**config.mk**
```make
export PLATFORM = sky130hd
export DESIGN_NAME = voice_allocator
export DESIGN_NICKNAME = d
export VERILOG_FILES = /design/src/rtl/voice_allocator.sv
export SDC_FILE = /design/constraint.sdc
export NUM_CORES = 1
export LEC_CHECK = 0
export CAP_MARGIN = 20
export CORE_ASPECT_RATIO = 1.1
export CORE_MARGIN = 3
export CORE_UTILIZATION = 40
export DETAILED_ROUTE_END_ITERATION = 8
export GPL_TIMING_DRIVEN = 1
export HOLD_SLACK_MARGIN = 0.06
export PLACE_DENSITY = 0.7
export SETUP_SLACK_MARGIN = 0.3
export SLEW_MARGIN = 25
export SYNTH_ARGS = -nofsm -noshare
export SYNTH_HDL_FRONTEND = slang
export SYNTH_SLANG_ARGS = --single-unit
export TNS_END_PERCENT = 10
```
**constraint.sdc**
```tcl
create_clock -name i_Clock -period 1.26 [get_ports i_Clock]
set_input_delay 0.189 -clock i_Clock [delete_from_list [all_inputs] [get_ports i_Clock]]
set_output_delay 0.189 -clock i_Clock [all_outputs]
set_load 0.01 [all_outputs]
```
**src/rtl/voice_allocator.sv**
```systemverilog
// Polyphonic note scheduler: assigns note events to synth voices (free first, else
// least-recently-allocated) and emits the per-voice register-write sequence.
module voice_allocator #(
  parameter int NUM_VOICES = 2,
  parameter int NOTE_WIDTH = 7
) (
  input  logic                  i_Clock,
  input  logic                  i_Reset,
  input  logic                  i_EventValid,
  output logic                  o_EventReady,
  input  logic                  i_EventNoteOn,
  input  logic [NOTE_WIDTH-1:0] i_EventNote,
  input  logic [23:0]           i_EventFrequency,
  output logic [7:0]            o_RegisterNumber,
  output logic [23:0]           o_RegisterValue,
  output logic                  o_RegisterWriteEnable,
  output logic [NUM_VOICES-1:0] o_VoiceActive
);

  localparam int VW = (NUM_VOICES > 1) ? $clog2(NUM_VOICES) : 1;

  typedef enum logic [2:0] {
    S_IDLE,
    S_LOOKUP,
    S_WR_KEYOFF,
    S_WR_FREQ1,
    S_WR_FREQ2,
    S_WR_KEYON,
    S_WR_RELEASE
  } state_t;

  state_t                  state_q, state_d;
  logic                    ev_on_q, ev_on_d;
  logic [NOTE_WIDTH-1:0]   ev_note_q, ev_note_d;
  logic [23:0]             ev_freq_q, ev_freq_d;
  logic [VW-1:0]           voice_q, voice_d;
  logic [NUM_VOICES-1:0]   active_q, active_d;
  logic [NOTE_WIDTH-1:0]   vnote_q [NUM_VOICES];
  logic [NOTE_WIDTH-1:0]   vnote_d [NUM_VOICES];
  logic [VW-1:0]           rank_q  [NUM_VOICES];
  logic [VW-1:0]           rank_d  [NUM_VOICES];

  logic                    hit, free;
  logic [VW-1:0]           hit_idx, free_idx, oldest_idx;
  logic [3:0]              voice4;

  // Scan from the top so the lowest matching index wins.
  always_comb begin
    hit        = 1'b0;
    hit_idx    = '0;
    free       = 1'b0;
    free_idx   = '0;
    oldest_idx = '0;
    for (int i = NUM_VOICES - 1; i >= 0; i--) begin
      if (active_q[i] && (vnote_q[i] == ev_note_q)) begin
        hit     = 1'b1;
        hit_idx = VW'(i);
      end
      if (!active_q[i]) begin
        free     = 1'b1;
        free_idx = VW'(i);
      end
      if (rank_q[i] == '0) begin
        oldest_idx = VW'(i);
      end
    end
  end

  always_comb begin
    state_d   = state_q;
    ev_on_d   = ev_on_q;
    ev_note_d = ev_note_q;
    ev_freq_d = ev_freq_q;
    voice_d   = voice_q;
    active_d  = active_q;
    vnote_d   = vnote_q;
    rank_d    = rank_q;
    case (state_q)
      S_IDLE: begin
        if (i_EventValid) begin
          ev_on_d   = i_EventNoteOn;
          ev_note_d = i_EventNote;
          ev_freq_d = i_EventFrequency;
          state_d   = S_LOOKUP;
        end
      end
      S_LOOKUP: begin
        if (ev_on_q) begin
          if (hit) begin
            voice_d = hit_idx;
            state_d = S_WR_KEYOFF;
          end else if (free) begin
            voice_d = free_idx;
            state_d = S_WR_FREQ1;
          end else begin
            voice_d = oldest_idx;
            state_d = S_WR_KEYOFF;
          end
        end else if (hit) begin
          voice_d = hit_idx;
          state_d = S_WR_RELEASE;
        end else begin
          state_d = S_IDLE;
        end
      end
      S_WR_KEYOFF: state_d = S_WR_FREQ1;
      S_WR_FREQ1:  state_d = S_WR_FREQ2;
      S_WR_FREQ2:  state_d = S_WR_KEYON;
      S_WR_KEYON: begin
        active_d[voice_q] = 1'b1;
        vnote_d[voice_q]  = ev_note_q;
        // Newest allocation moves to the top; everything above its old rank slides down.
        for (int i = 0; i < NUM_VOICES; i++) begin
          if (rank_q[i] > rank_q[voice_q]) begin
            rank_d[i] = rank_q[i] - VW'(1);
          end
        end
        rank_d[voice_q] = VW'(NUM_VOICES - 1);
        state_d         = S_IDLE;
      end
      S_WR_RELEASE: begin
        active_d[voice_q] = 1'b0;
        state_d           = S_IDLE;
      end
      default: state_d = S_IDLE;
    endcase
  end

  always_ff @(posedge i_Clock) begin
    if (i_Reset) begin
      state_q   <= S_IDLE;
      ev_on_q   <= 1'b0;
      ev_note_q <= '0;
      ev_freq_q <= '0;
      voice_q   <= '0;
      active_q  <= '0;
      for (int i = 0; i < NUM_VOICES; i++) begin
        vnote_q[i] <= '0;
        rank_q[i]  <= VW'(i);
      end
    end else begin
      state_q   <= state_d;
      ev_on_q   <= ev_on_d;
      ev_note_q <= ev_note_d;
      ev_freq_q <= ev_freq_d;
      voice_q   <= voice_d;
      active_q  <= active_d;
      vnote_q   <= vnote_d;
      rank_q    <= rank_d;
    end
  end

  assign voice4 = 4'(voice_q);

  // Outputs are gated by reset so an aborted sequence stops writing in the reset cycle.
  always_comb begin
    o_RegisterWriteEnable = 1'b0;
    o_RegisterNumber      = '0;
    o_RegisterValue       = '0;
    if (!i_Reset) begin
      case (state_q)
        S_WR_KEYOFF, S_WR_RELEASE: begin
          o_RegisterWriteEnable = 1'b1;
          o_RegisterNumber      = {voice4, 4'h5};
        end
        S_WR_FREQ1: begin
          o_RegisterWriteEnable = 1'b1;
          o_RegisterNumber      = {voice4, 4'h2};
          o_RegisterValue       = ev_freq_q;
        end
        S_WR_FREQ2: begin
          o_RegisterWriteEnable = 1'b1;
          o_RegisterNumber      = {voice4, 4'h4};
          o_RegisterValue       = ev_freq_q;
        end
        S_WR_KEYON: begin
          o_RegisterWriteEnable = 1'b1;
          o_RegisterNumber      = {voice4, 4'h5};
          o_RegisterValue       = 24'h000001;
        end
        default: ;
      endcase
    end
  end

  assign o_EventReady  = (state_q == S_IDLE) && !i_Reset;
  assign o_VoiceActive = i_Reset ? '0 : active_q;

endmodule

```
==> impl_metrics.yaml <==
yosys:
  synth-seq-cells: 54
  synth_seq_area_share_pct: 43.95
  synth_edf_count: 0
  synth_cells: 326
  ys_types: 35
  async_reset_ff_share_pct: 0
  synth_warnings: 0
  syn_area_um2: 2460
  synth_ff_type: "dfxtp_1"
  syn_area_per_cell_um2: 7.546
global_route:
  grtUsageTotal_pct: 18.07
  grt_pass1_wl_mm: 10.18
  antenna_found_initial: 0
  grt_max_degree: 33
  grt-ovfl-total: 0
  grt_pass1_vias: 2204
pwr:
  seqPwrFrac_pct: 55.3
  p_leak_nw: 1.462
  ir_drop_v: 0.0008654
  total_power_mw: 3.329
  switching_power_mw: 0.8777
  switching_share_pct: 26.37
  power_density_nw_per_um2: 890.4
  clkPwrFrac_pct: 28.7
  power.internal_mw: 2.451
  comb_power_share_pct: 16.0
status:
  violations: "negative setup slack"
  status: "finished with violations"
die:
  die_area_um2: 7128
  die_y_um: 88.25
  initial_core_util_pct: 41.85
  io_pins: 71
  num_rows: 29
  die_width_um: 80.77
  core-area_um2: 5878
sta:
  setup_viol: 84
  hold_violations: 0
  fin_skew_ns: 0.007316
  period_share_pct: 136.2
  rsz0062_at_grt: "yes"
  period_minus_slack_ns: 1.716
  max_freq_mhz: 582.9
  drv_slew: 0
  setup_ws_ns: -0.4555
clock_tree:
  h-tree-depth: 2
  cts_inserted_buffers: 5
  cts_buffer_depth: 2
  cts_tree: "done"
  clk_pin_slew_ns: 0.09
  cts_sinks: 54
  clock-root-buffer: "clkbuf_8"
  cts_hold_buf: 0
  clock_latency_ns: 0.31
setup_path:
  arrival_ns: 1.53
  rrSetupSlack_ns: -0.29
  cp_max_fo: 6
  startpoint_type: "flip-flop"
  cp_data_required_time_ns: 1.07
  end_kind: "primary output"
  critical_path_class: "flip-flop to primary output"
final_layout:
  diodes: 0
  postLayoutCoreUtil_pct: 63.60
  post_route_cells_drive_above_1_share_pct: 33.98
  final_common_cell: "nand2_1"
  synthToLayoutAreaGrowth_pct: 51.98
  fin_nets: 446
  final_cell_mix: "96 x nand2_1, 44 x dfxtp_1, 40 x a21oi_1, 33 x clkdlybuf4s50_1"
  fillCellCount: 502
flow_run:
  cap_viol_max_count: 0
placed_design:
  portBuffers: 66
  hpwl_mm: 4.258
  dp_worst_setup_slack_ns: -0.5831
  gp_congestion: 0.8219
routing:
  antenna_left: 0
  first_iter_violations: 101
  routed_wirelength_mm: 6.386
  firstDrtPassIters: 4
  vias_per_cell: 4.863
  drcViolationCount: 0
  vias: 2378
  wl_per_cell_um: 13.06
hold_path:
  hp-class: "primary input to flip-flop"
## worst paths after layout
check                                               start  depth (start not counted)                   endpoint
worst min-delay path                              i_Reset                          3    state_q[0]$_SDFFE_PP0P_
worst max register to register    state_q[0]$_SDFFE_PP0P_                          7       voice_q$_SDFFE_PP0P_
worst max-delay path              state_q[0]$_SDFFE_PP0P_                          8        o_RegisterValue[23]
worst min register to register  ev_freq_q[1]$_SDFFE_PP0P_                          2  ev_freq_q[1]$_SDFFE_PP0P_
## state kept, by name, summed over array words and instances, names as in the netlist, named ones only
register	cells
voice_q	1
vnote_q	14
ev_note_q	7
ev_on_q	1
rank_q	2
state_q	3
ev_freq_q	24
## cell families after synthesis
logic type	after synthesis	share of synthesized area, %
flip-flops	54	43.95
other	1	0.1524
AO/OA/AOI/OAI	69	15.51
AND/OR/NAND/NOR	158	28.94
XOR/XNOR	14	4.985
buffers and inverters	30	6.460
## metal layers
layer | vias up | track usage, % | wire [um]
met2 | 43 | 31.25 | 3251
met3 | 7 | 3.462 | 239
met4 | 0 | 5.376 | 99
met5 | - | 0 | 0
li1 | 1225 | - | -
met1 | 1103 | 22.88 | 2796
## power by group through the flow
stage               registers [mW]  clock network (mW)  logic, mW
floorplan                     1.87                   0      0.288
global route                  1.85                1.05      0.585
finish                        1.84               0.955      0.534
detailed placement            1.88                   0      0.500
CTS                           1.84               0.991      0.511
global placement              1.88                   0      0.492
## per-stage QoR
stage	hold slack [ns]	TNS, ns	instance area, um2	instances
final	0.2793	-16.88	3739	489
after global routing	0.3019	-23.81	3739	489
after CTS	0.2693	-19.01	3670	489
after detailed placement	0.4455	-25.98	3431	476
after global placement	0.4371	-24.10	3431	476
after floorplan	0.3250	-2.040	2572	329
## cells in the mapped netlist (4+ instances only)
library cell,count,area [um2]
o21ai_0,5,25.02
nand2_1,98,367.9
xnor2_1,14,122.6
and2_1,26,162.7
dfxtp_1,54,1081
buf_2,7,35.03
nor3_1,4,20.02
buf_4,4,30.03
a21oi_1,53,265.3
nand4_1,4,25.02
clkbuf_1,13,48.80
nor2_1,14,52.55
## cell type report
cell class / count / area (um2) / share of cell area [%]
tap: 77 / 96.34 / 2.577
multi-input combinational: 245 / 1405 / 37.58
timing repair buffer: 102 / 1035 / 27.68
clock buffer: 5 / 68.82 / 1.841
inverter: 3 / 11.26 / 0.3012
sequential: 54 / 1101 / 29.45
clock inverter: 3 / 21.27 / 0.5689
## worst max-delay path: stages, from the launching register on
cell and delay (ns):
dfxtp_4 0.38, nand2_2 0.05, nor2_1 0.07, a21oi_1 0.05
nor2_2 0.15, buf_6 0.16, buf_12 0.12, and2_4 0.14
buf_6 0.10
## repair_timing
| action | in CTS | in global routing |
|---|---|---|
| cloned | 3 | 0 |
| buffers inserted | 2 | 0 |
| pin swaps | 11 | 3 |
| resized for setup | 165 | 31 |
| endpoints found under the setup margin | 86 | 86 |
(Power assumes the default switching activity.)
